`src/rtl/mem_decoder_pkg.sv`:
```
// -----------------------------------------------------------------------------
// mem_decoder_pkg
//   Shared types and address-map constants for the peripheral memory path.
//   - mem_in_type / mem_out_type : request and response bundles seen by the
//     arbiter and every peripheral, with their idle values.
//   - dec_state_type             : decoder FSM state encoding.
//   - slave_sel_type             : index of the selected slave (up to 16).
//   - *_base_addr / *_mask_addr  : default peripheral windows, packed into the
//     decoder's default BASE/MASK arrays (index 0 = rom ... 5 = uart_tx).
//   - mem_decoder_timeout        : default watchdog limit in cycles.
// -----------------------------------------------------------------------------
package mem_decoder_pkg;

  typedef struct packed {
    logic        mem_valid;
    logic        mem_instr;
    logic [31:0] mem_addr;
    logic [31:0] mem_wdata;
    logic [3:0]  mem_wstrb;
  } mem_in_type;

  typedef struct packed {
    logic        mem_ready;
    logic        mem_error;
    logic [31:0] mem_rdata;
  } mem_out_type;

  localparam mem_in_type  init_mem_in  = '0;
  localparam mem_out_type init_mem_out = '0;

  typedef logic [1:0] dec_state_type;

  localparam dec_state_type ST_IDLE  = 2'd0;
  localparam dec_state_type ST_BUSY  = 2'd1;
  localparam dec_state_type ST_ERR   = 2'd2;
  localparam dec_state_type ST_DRAIN = 2'd3;

  typedef logic [3:0] slave_sel_type;

  localparam logic [31:0] rom_base_addr     = 32'h0000_0000;
  localparam logic [31:0] rom_mask_addr     = 32'h0000_FFFF;
  localparam logic [31:0] ram_base_addr     = 32'h8000_0000;
  localparam logic [31:0] ram_mask_addr     = 32'h0FFF_FFFF;
  localparam logic [31:0] spi_base_addr     = 32'h2000_0000;
  localparam logic [31:0] spi_mask_addr     = 32'h0000_0FFF;
  localparam logic [31:0] clint_base_addr   = 32'h0200_0000;
  localparam logic [31:0] clint_mask_addr   = 32'h0000_FFFF;
  localparam logic [31:0] uart_rx_base_addr = 32'h1000_0000;
  localparam logic [31:0] uart_rx_mask_addr = 32'h0000_0003;
  localparam logic [31:0] uart_tx_base_addr = 32'h1000_0004;
  localparam logic [31:0] uart_tx_mask_addr = 32'h0000_0003;

  // Packed arrays list the highest index first, so rom ends up at [0].
  localparam logic [5:0][31:0] mem_decoder_base_addr = {
    uart_tx_base_addr, uart_rx_base_addr, clint_base_addr,
    spi_base_addr, ram_base_addr, rom_base_addr
  };
  localparam logic [5:0][31:0] mem_decoder_mask_addr = {
    uart_tx_mask_addr, uart_rx_mask_addr, clint_mask_addr,
    spi_mask_addr, ram_mask_addr, rom_mask_addr
  };

  localparam int mem_decoder_timeout = 1024;

  // An address falls in a window when the bits outside the offset mask
  // equal the window base.
  function automatic logic addr_hits(input logic [31:0] addr,
                                     input logic [31:0] base,
                                     input logic [31:0] mask);
    return (addr & ~mask) == base;
  endfunction

endpackage

```
`src/rtl/mem_decoder_addr_match.sv`:
```
// -----------------------------------------------------------------------------
// mem_decoder_addr_match
//   Priority address matcher: compares one address against every slave
//   window and returns the lowest matching slave index.
//   Ports:
//     addr   in  32  address to decode
//     hit    out 1   some window matched
//     index  out 4   lowest matching slave index (0 when no hit)
// -----------------------------------------------------------------------------
module mem_decoder_addr_match
  import mem_decoder_pkg::*;
#(
  parameter int                            NUM_SLAVES = 6,
  parameter logic [NUM_SLAVES-1:0][31:0]   BASE_ADDR  = mem_decoder_base_addr,
  parameter logic [NUM_SLAVES-1:0][31:0]   MASK_ADDR  = mem_decoder_mask_addr
) (
  input  logic [31:0]   addr,
  output logic          hit,
  output slave_sel_type index
);

  // NOTE: every output of a combinational block gets a default before any
  // conditional assignment, otherwise synthesis infers a latch.
  always_comb begin
    hit   = 1'b0;
    index = '0;
    // Scanning from the top down lets the lowest matching index win.
    for (int i = NUM_SLAVES - 1; i >= 0; i--) begin
      if (addr_hits(addr, BASE_ADDR[i], MASK_ADDR[i])) begin
        hit   = 1'b1;
        index = slave_sel_type'(i);
      end
    end
  end

endmodule

```
`src/rtl/mem_decoder.sv`:
```
// -----------------------------------------------------------------------------
// mem_decoder
//   Single-master to NUM_SLAVES memory-bus decoder with one outstanding
//   request. Requests are forwarded to the matching slave in the cycle they
//   arrive, with the address rebased to the window offset; the slave's
//   response is passed straight back. Unmapped requests receive a registered
//   error response one cycle later.
//
//   Optional feature (macro MEM_DECODER_TIMEOUT_EN): a watchdog answers a
//   hung slave with an error after TIMEOUT_CYCLES, then drains the slave's
//   late response while holding one new request in a pending buffer.
//
//   Ports:
//     clock        in   1                system clock
//     reset        in   1                asynchronous, active-low reset
//     master_in    in   mem_in_type      request from arbiter (1-cycle valid)
//     master_out   out  mem_out_type     response to arbiter
//     slave_in     out  mem_in_type [N]  per-slave request (offset address)
//     slave_out    in   mem_out_type [N] per-slave response
//     decode_err   out  1                pulse when an unmapped access is answered
//     timeout_err  out  1                pulse when the watchdog fires
// -----------------------------------------------------------------------------
module mem_decoder
  import mem_decoder_pkg::*;
#(
  parameter int                          NUM_SLAVES     = 6,
  parameter logic [NUM_SLAVES-1:0][31:0] BASE_ADDR      = mem_decoder_base_addr,
  parameter logic [NUM_SLAVES-1:0][31:0] MASK_ADDR      = mem_decoder_mask_addr,
  parameter int                          TIMEOUT_CYCLES = mem_decoder_timeout
) (
  input  logic        clock,
  input  logic        reset,
  input  mem_in_type  master_in,
  output mem_out_type master_out,
  output mem_in_type  slave_in  [NUM_SLAVES],
  input  mem_out_type slave_out [NUM_SLAVES],
  output logic        decode_err,
  output logic        timeout_err
);

  localparam mem_out_type err_rsp = '{mem_ready: 1'b1, mem_error: 1'b1, mem_rdata: 32'h0};

  dec_state_type state_q, state_d;
  slave_sel_type sel_q, sel_d;
  mem_in_type    req;
  logic          req_hit;
  slave_sel_type req_idx;
  logic          issue;
  mem_out_type   sel_rsp;

`ifdef MEM_DECODER_TIMEOUT_EN
  logic [15:0] cnt_q;
  logic        cnt_hit;
  logic        pend_valid_q;
  mem_in_type  pend_q;

  assign cnt_hit = (cnt_q == 16'(TIMEOUT_CYCLES - 1));

  // A request buffered during DRAIN takes the place of master_in once the
  // FSM is back in IDLE. The valid is gated by reset so nothing is forwarded
  // while reset is held.
  always_comb begin
    req           = pend_valid_q ? pend_q : master_in;
    req.mem_valid = req.mem_valid & reset;
  end
`else
  logic unused_timeout;
  assign unused_timeout = ^TIMEOUT_CYCLES;

  always_comb begin
    req           = master_in;
    req.mem_valid = master_in.mem_valid & reset;
  end
`endif

  mem_decoder_addr_match #(
    .NUM_SLAVES (NUM_SLAVES),
    .BASE_ADDR  (BASE_ADDR),
    .MASK_ADDR  (MASK_ADDR)
  ) u_addr_match (
    .addr  (req.mem_addr),
    .hit   (req_hit),
    .index (req_idx)
  );

  // Response of the slave currently owning the transaction.
  always_comb begin
    sel_rsp = init_mem_out;
    for (int i = 0; i < NUM_SLAVES; i++) begin
      if (sel_q == slave_sel_type'(i)) sel_rsp = slave_out[i];
    end
  end

  always_comb begin
    state_d     = state_q;
    sel_d       = sel_q;
    issue       = 1'b0;
    master_out  = init_mem_out;
    decode_err  = 1'b0;
    timeout_err = 1'b0;
    case (state_q)
      ST_IDLE: begin
        if (req.mem_valid) begin
          if (req_hit) begin
            issue   = 1'b1;
            sel_d   = req_idx;
            state_d = ST_BUSY;
          end else begin
            state_d = ST_ERR;
          end
        end
      end
      ST_ERR: begin
        master_out = err_rsp;
        decode_err = 1'b1;
        state_d    = ST_IDLE;
      end
      ST_BUSY: begin
        // Valids arriving here violate the protocol and are simply dropped.
        if (sel_rsp.mem_ready) begin
          master_out = sel_rsp;
          state_d    = ST_IDLE;
        end
`ifdef MEM_DECODER_TIMEOUT_EN
        else if (cnt_hit) begin
          master_out  = err_rsp;
          timeout_err = 1'b1;
          state_d     = ST_DRAIN;
        end
`endif
      end
`ifdef MEM_DECODER_TIMEOUT_EN
      ST_DRAIN: begin
        // The late response is swallowed; a second bounded count stops a
        // slave that never answers from wedging the bus.
        if (sel_rsp.mem_ready || cnt_hit) state_d = ST_IDLE;
      end
`endif
      default: state_d = ST_IDLE;
    endcase
  end

  always_comb begin
    for (int i = 0; i < NUM_SLAVES; i++) begin
      slave_in[i] = init_mem_in;
      if (issue && (req_idx == slave_sel_type'(i))) begin
        slave_in[i]          = req;
        slave_in[i].mem_addr = req.mem_addr - BASE_ADDR[i];
      end
    end
  end

  // NOTE: sequential state uses non-blocking assignments so every register
  // samples the values from before the clock edge.
  always_ff @(posedge clock or negedge reset) begin
    if (!reset) begin
      state_q <= ST_IDLE;
      sel_q   <= '0;
    end else begin
      state_q <= state_d;
      sel_q   <= sel_d;
    end
  end

`ifdef MEM_DECODER_TIMEOUT_EN
  // The counter restarts on every state change, so it measures time spent
  // in the current BUSY or DRAIN visit.
  always_ff @(posedge clock or negedge reset) begin
    if (!reset) begin
      cnt_q <= '0;
    end else if (state_d != state_q) begin
      cnt_q <= '0;
    end else if ((state_q == ST_BUSY) || (state_q == ST_DRAIN)) begin
      cnt_q <= cnt_q + 16'd1;
    end
  end

  // NOTE: the one-entry pending payload is reset along with its valid flag;
  // it is a single register, not a RAM, so the reset costs nothing and keeps
  // the buffer free of X after reset.
  always_ff @(posedge clock or negedge reset) begin
    if (!reset) begin
      pend_valid_q <= 1'b0;
      pend_q       <= init_mem_in;
    end else if ((state_q == ST_DRAIN) && master_in.mem_valid && !pend_valid_q) begin
      pend_valid_q <= 1'b1;
      pend_q       <= master_in;
    end else if (state_q == ST_IDLE) begin
      pend_valid_q <= 1'b0;
    end
  end
`endif

endmodule

```
`config.mk`:
```
export PLATFORM = sky130hd
export DESIGN_NAME = mem_decoder
export DESIGN_NICKNAME = d
export VERILOG_FILES = /design/src/rtl/mem_decoder_pkg.sv /design/src/rtl/mem_decoder_addr_match.sv /design/src/rtl/mem_decoder.sv
export SDC_FILE = /design/constraint.sdc
export NUM_CORES = 1
export LEC_CHECK = 0
export CORE_AREA = 2 2 288 290
export DETAILED_ROUTE_END_ITERATION = 7
export DIE_AREA = 0 0 290 292
export DONT_BUFFER_PORTS = 1
export GPL_TIMING_DRIVEN = 0
export PLACE_DENSITY_LB_ADDON = 0.25
export SLEW_MARGIN = 20
export SYNTH_ARGS = -nofsm -noshare
export SYNTH_HDL_FRONTEND = slang
export SYNTH_SLANG_ARGS = --single-unit
```
`constraint.sdc`:
```
create_clock -name clock -period 5.25 [get_ports clock]
set_input_delay 0.525 -clock clock [delete_from_list [all_inputs] [get_ports clock]]
set_output_delay 0.525 -clock clock [all_outputs]
set_load 0.02 [all_outputs]
```
==> results <==
per-stage QoR:
step	hold slack [ps]	instance area, um^2	worst slack (ps)	cells	power, mW
6_report	556	7710	736	1972	0.730
5_1_grt	602	7690	448	1964	0.771
4_1_cts	557	7670	486	1958	0.731
3_5_place_dp	231	7580	608	1953	0.596
3_3_place_gp	231	7500	-275	1953	0.589
2_1_floorplan	229	6160	2340	883	0.447
per-layer routing:
| metal | track usage, % | up-vias |
|---|---|---|
| li1 | - | 2950 |
| met2 | 21.7 | 593 |
| met3 | 3.00 | 124 |
| met5 | 0 | - |
| met4 | 4.42 | 6 |
| met1 | 13.5 | 3383 |
logic make-up after synthesis:
kind of cell | after synthesis | synth area share [%]
AO/OA/AOI/OAI | 57 | 6.99
multiplexers | 69 | 19.4
other | 1 | 0.0634
AND/OR/NAND/NOR | 443 | 46.6
adder cells (fa/ha/maj) | 12 | 2.54
buffers and inverters | 217 | 20.6
XOR/XNOR | 12 | 1.78
flip-flops | 5 | 2.12
flip-flops by register name, summed over array words and instances (netlist names):
signal and cells:
state_q 2, sel_q 3
critical path, stage by stage (launching register included):
cell and delay [ps]:
dfrtp_1 400, inv_1 90, ha_1 220, nand3_2 480
nor4_1 960, nand3b_1 140, buf_2 310, buf_2 320
nor3_2 800
how the worst min path moves through the flow:
stage | end | slack (ps) | cells after the start
2_1_floorplan | sel_q[0]$_DFFE_PN0N_ | 230 | 0
3_3_place_gp | state_q[1]$_DFFE_PN0P_ | 230 | 0
3_5_place_dp | state_q[1]$_DFFE_PN0P_ | 230 | 0
4_1_cts | state_q[1]$_DFFE_PN0P_ | 560 | 2
5_1_grt | state_q[1]$_DFFE_PN0P_ | 600 | 2
6_report | state_q[1]$_DFFE_PN0P_ | 560 | 2
power by group through the flow:
stage	Clock, mW	Combinational, mW	Sequential [mW]
floorplan	0	0.401	0.0466
global placement	0	0.542	0.0472
detailed placement	0	0.549	0.0473
CTS	0.130	0.554	0.0469
global route	0.131	0.592	0.0483
finish	0.127	0.556	0.0469
final cells by class:
class	count	area (um^2)
plain buffers	162	1010
inverters	55	206
flip-flops and latches	5	125
fillers	9545	73900
well taps	1070	1340
multi-input cells	661	4910
repair buffers	1	10.0
diodes	14	35.0
clock buffers	4	78.8
cells in the mapped netlist, types with 7 or more instances:
master      n  area, um^2
and2_1     49         307
nand2_1     8        30.0
nor4_1     48         300
nand3_1     7        35.0
buf_6      15         169
clkbuf_1   40         150
nor3_1    122         611
buf_4      68         510
a22oi_1    32         240
ha_1       12         150
nor2_1     90         338
mux4_2     33         743
buf_2      26         130
nor3b_1     8        60.1
nor3_2     88         881
mux2_2     34         383
inv_1      54         203
xnor2_1    12         105
buf_1      13        48.8
==> reports/qor.yml <==
grt_pass1_vias: 6720
routed-wl-met3_um: 4250
grt_start_max_net_pins: 11
crit_path_start: "state_q[0]$_DFFE_PN0P_"
cts.clk_slew.worst_paths_ps: 30
worstMarginPinSlew_ps: 1120
async_reset_ff_share_pct: 100
synth_edf_count: 0
groute.usage.overall_pct: 12.0
synthFlopType: "dfrtp_1"
hold_viol: 0
io_buffers: 0
ios: 732
synthToLayoutAreaGrowth_pct: 30.4
h-tree-depth: 1
fmax_ghz: 0.222
slew_headroom_pct: 24.9
vias: 7056
r2r_cells: 6
clk_latency_ps: 230
final_util_pct: 9.45
setup_viol: 0
synth_area_per_cell_um2: 7.24
skew_ps: 3.00
p_comb_share_pct: 76.2
synth.distinct_cells: 46
netlist_area_mm2: 0.00591
switching_share_pct: 51.7
grt_first_pass_wirelength_um: 68200
tns_ps: 0
cts_tree: "yes"
timing.rr.end: "sel_q[1]$_DFFE_PN0N_"
dieHeight_um: 292
viasPerCell: 3.58
die_area_mm2: 0.0847
postSynthCellCount: 816
wl_um: 54800
layout_common_cells: "111 x nor3_1, 99 x nor3_2, 90 x nor2_1"
cts_num_sinks: 5
cts_resized: 0
rr_startpoint: "state_q[0]$_DFFE_PN0P_"
yosysWarnings: 0
ir_worst_vdd_uv: 69.6
clock-root-buffer: "clkbuf_16"
overflow: 0
cts_hold_buf: 1
end_kind: "primary output"
worstSetupPathType: "reg2out"
ys_seq_elements: 5
p_int_mw: 0.353
drive_gt1_share_pct: 32.5
gp_congestion: 0.900
hpwl_um: 48800
core_area_mm2: 0.0816
clockBufferDepth: 2
cp-endpoint: "slave_in[136]"
top_layer: "met5"
cp.required_ps: 4720
route.detailed.drc: 0
rows: 105
p_sw_mw: 0.377
cellLeakagePower_nw: 2.52
wire_per_inst_um: 27.8
drt_iter0_drc: 316
rsz0062_at_grt: "no"
finalCriticalPeriod_ps: 4510
maxSlewViolCount: 0
m1WireLength_um: 21200
initial_core_util_pct: 7.24
power_density_mw_per_mm2: 94.7
path_max_fanout: 10
nets: 1177
min_path_type: "reg2reg"
max_cap_violations: 0
drtPass1Iterations: 5
route.met2.wl_um: 27000
worstSetupStartpointType: "flip-flop"
cts_made_buffers: 3
postRouteAntennaNets: 0
synth.yosys.seq_area_share_pct: 2.12
ff2ff_setup_slack_ps: 2590
post-route-period-util_pct: 86.0
hp-start: "state_q[1]$_DFFE_PN0P_"
p_seq_share_pct: 6.4
cp.arrival_ps: 3990
antenna_found_initial: 30
mostFrequentLayoutCell: "nor3_1"
die-width_um: 290
postCtsSetupBuffers: 0
status: "finished clean"
share_clk_of_total_power_pct: 17.4
(Power assumes the default switching activity.)
==> patch: new RTL, config.mk and constraints unchanged <==
`NUM_SLAVES` is set to 6 in 2 places; all go to 7.
--- a/src/rtl/mem_decoder_addr_match.sv
+++ b/src/rtl/mem_decoder_addr_match.sv
@@ -11,5 +11,5 @@
   import mem_decoder_pkg::*;
 #(
-  parameter int                            NUM_SLAVES = 6,
+  parameter int                            NUM_SLAVES = 7,
   parameter logic [NUM_SLAVES-1:0][31:0]   BASE_ADDR  = mem_decoder_base_addr,
   parameter logic [NUM_SLAVES-1:0][31:0]   MASK_ADDR  = mem_decoder_mask_addr
--- a/src/rtl/mem_decoder.sv
+++ b/src/rtl/mem_decoder.sv
@@ -24,5 +24,5 @@
   import mem_decoder_pkg::*;
 #(
-  parameter int                          NUM_SLAVES     = 6,
+  parameter int                          NUM_SLAVES     = 7,
   parameter logic [NUM_SLAVES-1:0][31:0] BASE_ADDR      = mem_decoder_base_addr,
   parameter logic [NUM_SLAVES-1:0][31:0] MASK_ADDR      = mem_decoder_mask_addr,
Interface: changed (resized slave_in and slave_out); port bits go from 732 to 836. No check against the original RTL was run, so the function may have changed too.
==> patch against the unedited design <==
Sequential cell count is the same. Sequential share of layout area shrank 0.16 points. Synthesized area grew 11%. Final area grew 11%. Worst setup slack lost 0.40 ns. Utilization grew 1.1 points. Critical path depth grew 2. Hold slack lost 0.0019 ns. Routed wire length shrank 0.12%. Power shrank 29%. First-iteration DRC count grew 28%. Largest cell class unchanged. Largest power group unchanged. Highest routed layer is now met4.
==> patch: results <==
run_status:
  outcome: "completed"
synthesis:
  synthTopCellsByCount: "and2_1 (258), buf_4 (144), clkbuf_1 (61)"
  syn_inst: 961
  yosysUniqueCellTypes: 56
  post_synth_fa_ha_maj_area_fraction_pct: 2.292
  synthTopCellsByArea: "and2_1 (25%), buf_4 (17%), mux2i_1 (5.0%)"
  synth_ff_type: "dfrtp_1"
  synth_xor_area_share_pct: 1.203
  synth_compound_area_share_pct: 23.62
  ys_seq_area_share_pct: 1.910
  synth_mux_area_share_pct: 5.386
timing:
  holdWs_ns: 0.5541
  fin_skew_ns: 0.001086
  fin_setup_tns_ns: 0
  tightestPinTransition_ns: 1.225
global_route:
  use_met2_pct: 23.80
  antenna_found_initial: 10
  grtUsageMet3_pct: 2.481
  grt_pass1_wl_microns: 70040
  grt_pass1_vias: 7403
  grt.total_usage_pct: 11.90
  grtUsageMet1_pct: 12.36
critical_path:
  rrSetupSlack_ns: 2.27
  ff2ff_path_depth: 4
  crit_arrival_ns: 4.39
  regToRegStartpoint: "sel_q[1]$_DFFE_PN0N_"
  critPathTopFamily: "buffers and inverters"
  crit_slowest_cell: "nor3b_1"
final_layout:
  clk_share_pct: 0.9347
  multi_input_comb_cells: 848
  fin_nets: 1426
  multi_input_area_sq_mm: 0.005439
  buffers: 230
  fillCellCount: 9591
  drive_above_1_share_pct: 17.50
  antenna_cells: 11
  layout.nonclk_buf_share_pct: 17.44
  sh_seq_area_pct: 1.460
  inverters: 16
pwr:
  leakagePower_uw: 0.003556
  ir_drop_mv: 0.08236
  power.density_mw_per_mm2: 60.17
cts:
  cts_buffers: 3
  cts_root_buf: "clkbuf_16"
  insertion_delay_ns: 0.23
placed_design:
  place_area_sq_mm: 0.008449
  place_ws_ns: 0.1983
  hpwl_microns: 48500
  place_inst: 2168
  gp_congestion: 0.8225
route:
  wl_met1_microns: 19180
  wl_met2_microns: 30180
  viasPerCell: 3.527
  route.vias.total: 7702
  wl_per_cell_microns: 25.04
  wl_met3_microns: 3809
  drt_iter0_markers: 405
hold_path:
  min_to: "state_q[1]$_DFFE_PN0P_"
==> patch: changes by cell type in the layout (fill, tap and decap cells not counted), moves of 35 or more <==
cell / change
a21oi_1: +35
and2_1: +209
buf_4: +76
conb_1: +70
inv_1: -40
nor3_1: -74
nor3_2: -98
nor4_1: -36
==> patch: report_power, final <==
| group | internal [uW] | leakage [uW] | total, uW | switching, uW |
|---|---|---|---|---|
| logic | 127 | 0.00345 | 348 | 220 |
| registers | 41.4 | 0.0000684 | 43.7 | 2.31 |
| clock network | 99.4 | 0.0000410 | 124 | 24.5 |
==> patch: worst max-delay path by stage <==
stage / end / slack, ns / start
2_1_floorplan: slave_in[70] / 2.11 / master_in[65]
3_3_place_gp: slave_in[84] / -0.09 / master_in[65]
3_5_place_dp: slave_in[90] / 0.20 / master_in[65]
4_1_cts: slave_in[90] / 0.19 / master_in[65]
5_1_grt: slave_in[90] / 0.11 / master_in[65]
6_report: slave_in[90] / 0.33 / master_in[65]
